--- config.mk ---
export PLATFORM = sky130hd
export DESIGN_NAME = key_cursor_ctrl
export DESIGN_NICKNAME = d
export VERILOG_FILES = /design/src/rtl/key_cursor_ctrl.sv
export SDC_FILE = /design/constraint.sdc
export NUM_CORES = 1
export LEC_CHECK = 0
export BUFFER_PORTS_ARGS = -buffer_cell sky130_fd_sc_hd__buf_4
export CORE_MARGIN = 5
export CORE_UTILIZATION = 60
export DETAILED_ROUTE_END_ITERATION = 8
export PLACE_DENSITY = 0.76
export REMOVE_ABC_BUFFERS = 1
export SYNTH_ARGS = -nofsm -noshare
export SYNTH_HDL_FRONTEND = slang
export SYNTH_SLANG_ARGS = --single-unit
--- constraint.sdc ---
create_clock -name iCLK -period 4.95 [get_ports iCLK]
set_input_delay 0.7425 -clock iCLK [delete_from_list [all_inputs] [get_ports iCLK]]
set_output_delay 0.7425 -clock iCLK [all_outputs]
set_load 0.03 [all_outputs]
--- src/rtl/key_cursor_ctrl.sv ---
// key_cursor_ctrl: push-button cursor controller.
//   Debounces NUM_KEYS active-low keys and generates press/hold-to-repeat step
//   events. These events drive bounded X/Y position counters used by the
//   display overlay/crosshair path.
//   Keys are numbered from 1, and key n is bit n-1 of iKEY:
//     key 1 = iKEY[0] increments X, key 2 = iKEY[1] decrements X,
//     key 3 = iKEY[2] increments Y, key 4 = iKEY[3] decrements Y.
//   Keys above 4 are debounced and produce events only.
//   Optional macro CURSOR_WRAP_EN: the position wraps at the bounds (inc past
//   MAX loads MIN, dec below MIN loads MAX). When it is undefined, the position
//   saturates at the bounds.
// Ports:
//   iCLK        system clock
//   iRST_N      asynchronous active-low reset
//   iKEY        raw keys, active-low, asynchronous to iCLK
//   iCLR        sync pulse, reloads X_CNT/Y_CNT with X_INIT/Y_INIT (beats events)
//   oKEY_LEVEL  debounced key level, 1 = pressed
//   oKEY_EVT    1-cycle step event per key (press or repeat)
//   X_CNT       X position
//   Y_CNT       Y position
module key_cursor_ctrl #(
  parameter int unsigned NUM_KEYS     = 4,
  parameter int unsigned CNT_W        = 16,
  parameter int unsigned DEBOUNCE_CYC = 65536,
  parameter int unsigned HOLD_CYC     = 33554432,
  parameter int unsigned REPEAT_CYC   = 262144,
  parameter int unsigned STEP         = 2,
  parameter int unsigned X_MIN        = 0,
  parameter int unsigned X_MAX        = 32,
  parameter int unsigned X_INIT       = 16,
  parameter int unsigned Y_MIN        = 0,
  parameter int unsigned Y_MAX        = 1080,
  parameter int unsigned Y_INIT       = 540
) (
  input  logic                iCLK,
  input  logic                iRST_N,
  input  logic [NUM_KEYS-1:0] iKEY,
  input  logic                iCLR,
  output logic [NUM_KEYS-1:0] oKEY_LEVEL,
  output logic [NUM_KEYS-1:0] oKEY_EVT,
  output logic [CNT_W-1:0]    X_CNT,
  output logic [CNT_W-1:0]    Y_CNT
);

  localparam int unsigned DB_W   = (DEBOUNCE_CYC > 1) ? $clog2(DEBOUNCE_CYC) : 1;
  localparam int unsigned TM_MAX = (HOLD_CYC > REPEAT_CYC) ? HOLD_CYC : REPEAT_CYC;
  localparam int unsigned TM_W   = (TM_MAX > 1) ? $clog2(TM_MAX) : 1;
  localparam int unsigned AW     = CNT_W + 1;

  typedef enum logic [1:0] {
    ST_IDLE   = 2'd0,
    ST_DELAY  = 2'd1,
    ST_REPEAT = 2'd2
  } rpt_state_e;

  logic [NUM_KEYS-1:0] sync1;
  logic [NUM_KEYS-1:0] sync2;
  logic [NUM_KEYS-1:0] key_sync;
  logic [DB_W-1:0]     db_cnt [NUM_KEYS];
  rpt_state_e          state_q [NUM_KEYS];
  rpt_state_e          state_d [NUM_KEYS];
  logic [TM_W-1:0]     tmr_q [NUM_KEYS];
  logic [TM_W-1:0]     tmr_d [NUM_KEYS];
  logic [NUM_KEYS-1:0] evt_d;

  // Two-flop synchroniser. It resets to the released (high) level.
  always_ff @(posedge iCLK or negedge iRST_N) begin
    if (!iRST_N) begin
      sync1 <= '1;
      sync2 <= '1;
    end else begin
      sync1 <= iKEY;
      sync2 <= sync1;
    end
  end

  assign key_sync = ~sync2;

  // Debounce: the accepted level follows the synced level only after
  // DEBOUNCE_CYC consecutive cycles of disagreement.
  always_ff @(posedge iCLK or negedge iRST_N) begin
    if (!iRST_N) begin
      oKEY_LEVEL <= '0;
      for (int k = 0; k < NUM_KEYS; k++) db_cnt[k] <= '0;
    end else begin
      for (int k = 0; k < NUM_KEYS; k++) begin
        if (key_sync[k] == oKEY_LEVEL[k]) begin
          db_cnt[k] <= '0;
        end else if (db_cnt[k] == DB_W'(DEBOUNCE_CYC - 1)) begin
          oKEY_LEVEL[k] <= key_sync[k];
          db_cnt[k]     <= '0;
        end else begin
          db_cnt[k] <= db_cnt[k] + DB_W'(1);
        end
      end
    end
  end

  // Repeat FSM state register. The event output is registered here too.
  always_ff @(posedge iCLK or negedge iRST_N) begin
    if (!iRST_N) begin
      oKEY_EVT <= '0;
      for (int k = 0; k < NUM_KEYS; k++) begin
        state_q[k] <= ST_IDLE;
        tmr_q[k]   <= '0;
      end
    end else begin
      oKEY_EVT <= evt_d;
      for (int k = 0; k < NUM_KEYS; k++) begin
        state_q[k] <= state_d[k];
        tmr_q[k]   <= tmr_d[k];
      end
    end
  end

  // Repeat FSM next state. Release wins in every state and clears the timer.
  always_comb begin
    for (int k = 0; k < NUM_KEYS; k++) begin
      state_d[k] = state_q[k];
      tmr_d[k]   = tmr_q[k];
      if (!oKEY_LEVEL[k]) begin
        state_d[k] = ST_IDLE;
        tmr_d[k]   = '0;
      end else begin
        case (state_q[k])
          ST_IDLE: begin
            state_d[k] = ST_DELAY;
            tmr_d[k]   = '0;
          end
          ST_DELAY: begin
            if (tmr_q[k] == TM_W'(HOLD_CYC - 1)) begin
              state_d[k] = ST_REPEAT;
              tmr_d[k]   = '0;
            end else begin
              tmr_d[k] = tmr_q[k] + TM_W'(1);
            end
          end
          ST_REPEAT: begin
            if (tmr_q[k] == TM_W'(REPEAT_CYC - 1)) tmr_d[k] = '0;
            else                                   tmr_d[k] = tmr_q[k] + TM_W'(1);
          end
          default: begin
            state_d[k] = ST_IDLE;
            tmr_d[k]   = '0;
          end
        endcase
      end
    end
  end

  // Repeat FSM outputs: fire on the press itself, at the end of the hold
  // delay, and at the end of each repeat period.
  always_comb begin
    evt_d = '0;
    for (int k = 0; k < NUM_KEYS; k++) begin
      if (oKEY_LEVEL[k]) begin
        case (state_q[k])
          ST_IDLE:   evt_d[k] = 1'b1;
          ST_DELAY:  evt_d[k] = (tmr_q[k] == TM_W'(HOLD_CYC - 1));
          ST_REPEAT: evt_d[k] = (tmr_q[k] == TM_W'(REPEAT_CYC - 1));
          default:   evt_d[k] = 1'b0;
        endcase
      end
    end
  end

  // Next position along one axis. The math uses one extra bit, so the
  // decrement borrow is visible even when lo is 0.
  function automatic logic [CNT_W-1:0] step_axis(
    input logic [CNT_W-1:0] cur,
    input logic             inc,
    input logic             dec,
    input logic [CNT_W-1:0] lo,
    input logic [CNT_W-1:0] hi
  );
    logic [AW-1:0] ext;
    logic [AW-1:0] sum;
    logic [AW-1:0] dif;
    logic [AW-1:0] lo_e;
    logic [AW-1:0] hi_e;
    ext  = {1'b0, cur};
    lo_e = {1'b0, lo};
    hi_e = {1'b0, hi};
    sum  = ext + AW'(STEP);
    dif  = ext - AW'(STEP);
    step_axis = cur;
    if (inc && !dec) begin
      if (sum > hi_e) begin
`ifdef CURSOR_WRAP_EN
        step_axis = lo;
`else
        step_axis = hi;
`endif
      end else begin
        step_axis = sum[CNT_W-1:0];
      end
    end else if (dec && !inc) begin
      if (dif[CNT_W] || (dif < lo_e)) begin
`ifdef CURSOR_WRAP_EN
        step_axis = hi;
`else
        step_axis = lo;
`endif
      end else begin
        step_axis = dif[CNT_W-1:0];
      end
    end
  endfunction

  // Position registers update one cycle after the step event. iCLR wins.
  always_ff @(posedge iCLK or negedge iRST_N) begin
    if (!iRST_N) begin
      X_CNT <= CNT_W'(X_INIT);
      Y_CNT <= CNT_W'(Y_INIT);
    end else if (iCLR) begin
      X_CNT <= CNT_W'(X_INIT);
      Y_CNT <= CNT_W'(Y_INIT);
    end else begin
      X_CNT <= step_axis(X_CNT, oKEY_EVT[0], oKEY_EVT[1], CNT_W'(X_MIN), CNT_W'(X_MAX));
      Y_CNT <= step_axis(Y_CNT, oKEY_EVT[2], oKEY_EVT[3], CNT_W'(Y_MIN), CNT_W'(Y_MAX));
    end
  end

endmodule
* Word-level counts from Yosys, hierarchy flattened *
Cells that the tools add are included.
W data, S select, Z words.

word-level totals
  register bits after elaboration = 220
  bits of input ports = 7
  output and inout bits = 40
  logic and storage cells = 152

cells by class
  add/sub/neg operators = 12
  $lt $le $gt $ge = 4
  equal/unequal tests = 32
  mux-type cells = 54
  bitwise operators = 5
  reductions and logical operators = 24

operators by type and width
  cell                     number
  $mux W25                 12
  $mux W16                 18
  $pmux W25 S2             4
  $add A25 B1 Y25 const B  4
  $eq A25 B18 Y1 const B   4
  $eq A25 B25 Y1 const B   4
  $add A16 B1 Y16 const B  4
  $eq A16 B16 Y1 const B   4
  $add A16 B2 Y17 const B  2
  $lt A17 B1 Y1 const B    2
  $sub A16 B2 Y17 const B  2
  $pmux W2 S3              4
  $gt A17 B11 Y1 const B   1
  $gt A17 B6 Y1 const B    1
  $mux W2                  8
  $reduce_and A2 Y1        8
  $ne A3 B3 Y1 const B     4
  $pmux W1 S3              4
  $eq A2 B1 Y1 const B     4
  $eq A2 B2 Y1 const B     4
  $logic_not A2 Y1         4
  $ne A2 B2 Y1 const B     4
  $reduce_bool A3 Y1       2
  $eq A1 B1 Y1             4
  other kinds (6)          19

* Logic depth before layout (Yosys ltp) *
  word-level depth = 7
  gate-level depth with buffers = 9
  depth with buffers taken out = 8

* Worst setup path after synthesis *
Ideal clock, no wire load.

  path kind = register to register
  start point = register Y_CNT[2]
  end point = register Y_CNT[5]
  setup time = 0.149 ns
  arrival = 2.099 ns
  data required time = 4.801 ns
  path slack = 2.702 ns
  cell stages (with the launch flop) = 9
  buffers on the path = 1
  clock period less this slack = 2.248 ns
  cells stage by stage = dfstp_2 -> ha_1 -> clkbuf_1 -> xnor2_1 -> nand2_1 -> o31ai_1 -> a41oi_2 -> nor3_2 -> a32oi_1

between the ends
  cells in the longest elaborated chain, start to end = 7
  elaborated cells on any way between the ends = 10
  those cells by class = add/sub: 2; order compare: 2; mux: 5; reduce/logical: 1

RTL lines
  item                    RTL line  source
  from (decl)             42        output logic [CNT_W-1:0] Y_CNT
  from (signal assigned)  214       Y_CNT <= CNT_W'(Y_INIT);
  from (signal assigned)  217       Y_CNT <= CNT_W'(Y_INIT);
  from (signal assigned)  220       Y_CNT <= step_axis(Y_CNT, oKEY_EVT[2], oKEY_EVT[3], CNT_W'(Y_MIN), CNT_W'(Y_MAX));
  $sub A16 B2 Y17         185       dif = ext - AW'(STEP);
  $lt A17 B1 Y1           198       if (dif[CNT_W] || (dif < lo_e)) begin
  $logic_or A1 B1 Y1      198
  $mux W16                198
  $mux W16                197       end else if (dec && !inc) begin
  $mux W16 *              187       if (inc && !dec) begin
  $mux W16 *              215       end else if (iCLR) begin

Every way passes the cells marked *; elsewhere a longest branch is shown, timed or not. The select of a mux whose other input is x is not followed.
A chain may end at the register's enable or synchronous reset.

* Worst setup path after layout *
Ends and elaborated chain as after synthesis.

==> run summary <==
simple-gate share of the synthesized area = 0.2561
final instance area = 13020 um^2
Initial DRC Count = 453
Area growth, synth to finish = 10.56%
Initial DRT Pass Iterations = 5
most frequent cells after synthesis = nor2_1, dfrtp_1, xor2_1
hpwl dp = 14960 um
CTS clk-pin slew, worst paths = 60 ps
gr busiest metal = met2
crit-path max FO = 7
first-pass GRT wire length = 39630 um
GP Congestion = 0.8931
clock latency on the worst-skew pair = 510 ps
register area share after synthesis = 0.4647
num rows = 51
peak supply drop = 277.7 uV
top-count cell post-synth = nor2_1
vias in the first global route = 8606
dpl ws = 2470 ps
Core ar. = 19400 um^2
FMAX = 400.1 MHz
CTS root buffer = clkbuf_16
flop and latch count out of synthesis = 218
Tcrit/Tclk final = 0.5049
Synth cell types = 76
Slew @ Worst Pin = 1078 ps
Adder-Cell Fraction of Synth Area = 0.03401
GR Overflow Total = 0
all-layer global routing usage = 0.2077
port bufs = 44
Overall Power = 0.003604 W
worst setup margin = 2451 ps
largest net degree at the start of global routing = 117
Synth area leader = dfrtp_1
Ys Warns = 0
WL/cell = 14.40 um
number of max-cap violations = 0
HP Class = in -> async
Final Hold Vio Count = 0
ys flop type = dfrtp_1
number of enable flip-flop cells after synthesis = 0
Vert. Die Dim = 150.1 um
Reg-to-Reg Start = Y_CNT[2]
# DRC = 0
post-cts hold buffer count = 0
xor/xnor share of the synthesized area = 0.1242
critical path endpoint = Y_CNT[5]
Worst slew margin = 0.2756
CTS tree = built
Num CTS Buffers = 23
worst setup path category = reg -> reg
die width = 150.1 um
Critical Path Start = Y_CNT[2]
Sink Count = 218
met2 usage = 0.3426
die footprint = 22520 um^2
Clock Tree Buf Depth = 3
R2R Path End = Y_CNT[5]
CTS resizes = 0
Setup Viol. Count Final = 0
met3 usage = 0.02604
cell leakage power = 5.379 nW
Post-synth ARST share = 1.000
met1 usage in global routing = 0.2958
cell area after placement = 12250 um^2
post-route ant nets = 0
share of cells above drive strength 1 = 0.1023
IO Pins = 47
combinational family with the most area after synthesis = simple AND/OR/NAND/NOR gates
Avg Inst Size Synth = 9.457 um^2
Setup Fix Bufs, Post-CTS = 0
mux share of post-synthesis cell area = 0.01116
Sum Neg Setup Slack = 0 ps
Slew Viols, Final = 0
n_diodes = 0
CP Capture Type = register
Post-Syn Instances = 1245
setup slack, reg-to-reg = 2450 ps
drt via density = 5.646
top cells by area, synth = dfrtp_1, xor2_1, nor2_1
vias = 8779
CP startpoint kind = register
Post-Syn Area = 11770 um^2
CP arrival = 2830 ps
WP data required = 5280 ps
initial antenna violation count = 0
setup repair after global routing missed its margin = no
Routed WL = 22390 um
Synth top area share = 0.4357
post-synthesis compound-gate area fraction = 0.07726
fin crit period = 2499 ps
initial core utilization = 0.6069
Worst R2R Path Depth = 7
NumNets Final = 1312
Power Density = 276.9 nW/um^2
CTS H-Tree Depth = 1
clk_skew = 15.00 ps
status = finished, final reports clean
## area by class of cell
class,count,area (um^2)
flip-flops and latches,218,5472
multi-input cells,943,5927
well taps,265,331.6
clock inverters,12,130.1
fillers,1535,6381
inverters,42,157.7
clock buffers,30,641.9
repair buffers,45,357.8
## per-layer routing
layer	vias to the layer above	share of wire
met5	-	0
met4	0	0.013
met3	24	0.046
met2	182	0.48
met1	4220	0.46
li1	4353	-
## placed cells by master (no fill, tap or decap), types with 4 or more instances in the layout
cell type   count
or2_2           5
and4_1         18
nand4_1        40
nand2_1        97
a31o_2          5
inv_1          42
nor3b_1         6
dfstp_2        13
o211ai_1        4
a21oi_1        19
nand3_1        79
nor3_2          4
clkbuf_16      23
nor4_2          4
mux2i_1        12
clkinvlp_4      5
and3_1         30
xor2_1        101
a22o_1          5
ha_1           32
and2_1          9
buf_4          43
a31oi_1         7
xnor2_1        66
a32oi_1         4
nor2b_1         9
or3_1           9
dfrtp_1       205
nor2_1        220
o31ai_1         7
a221oi_1        4
nor4_1          9
o21ai_0        38
nor3_1         34
clkbuf_8        4
nand2b_1        9
## how the worst min path moves through the flow
stage,startpoint,depth (start not counted),endpoint,slack [ps]
6_report,iRST_N,1,tmr_q[19],290
5_1_grt,iKEY[3],1,sync1[3],320
4_1_cts,iKEY[3],1,sync1[3],320
3_5_place_dp,sync1[2],0,sync2[2],350
3_3_place_gp,sync1[3],0,sync2[3],350
2_1_floorplan,sync1[0],0,sync2[0],350
## critical path, cell delays in order (launching register included)
cell	delay (ps)
dfstp_2	590
ha_1	360
xnor2_1	160
nand2_1	70
o31ai_1	280
a41oi_2	240
nor3_2	460
a32oi_1	170
## registers in the layout (all words and copies together) (netlist names)
name	count
X_CNT	15
Y_CNT	15
db_cnt	64
oKEY_EVT	4
oKEY_LEVEL	4
state_q	8
sync1	4
sync2	4
tmr_q	100
## cell families after synthesis
family          Yosys count
other cells               1
flops                   218
simple gates            601
xor+xnor                167
buf+inv                  85
compound gates          128
mux                      13
fa+ha+maj                32
## power by group
part	total (W)	internal [W]	switching, W
clock network	0.00172	0.00103	0.000699
logic	0.0000738	0.0000162	0.0000576
registers	0.00181	0.00180	0.00000930
total	0.00360	0.00284	0.000766
## per-stage QoR
step	hold slack (ps)	util	cells
finish	294.5	0.6711	1555
global placement	345.8	0.6313	1513
detailed placement	347.2	0.6313	1513
CTS	315.9	0.6711	1555
global route	318.9	0.6711	1555
floorplan	345.2	-	1203
Note: power is estimated with default switching activity, not from simulation.
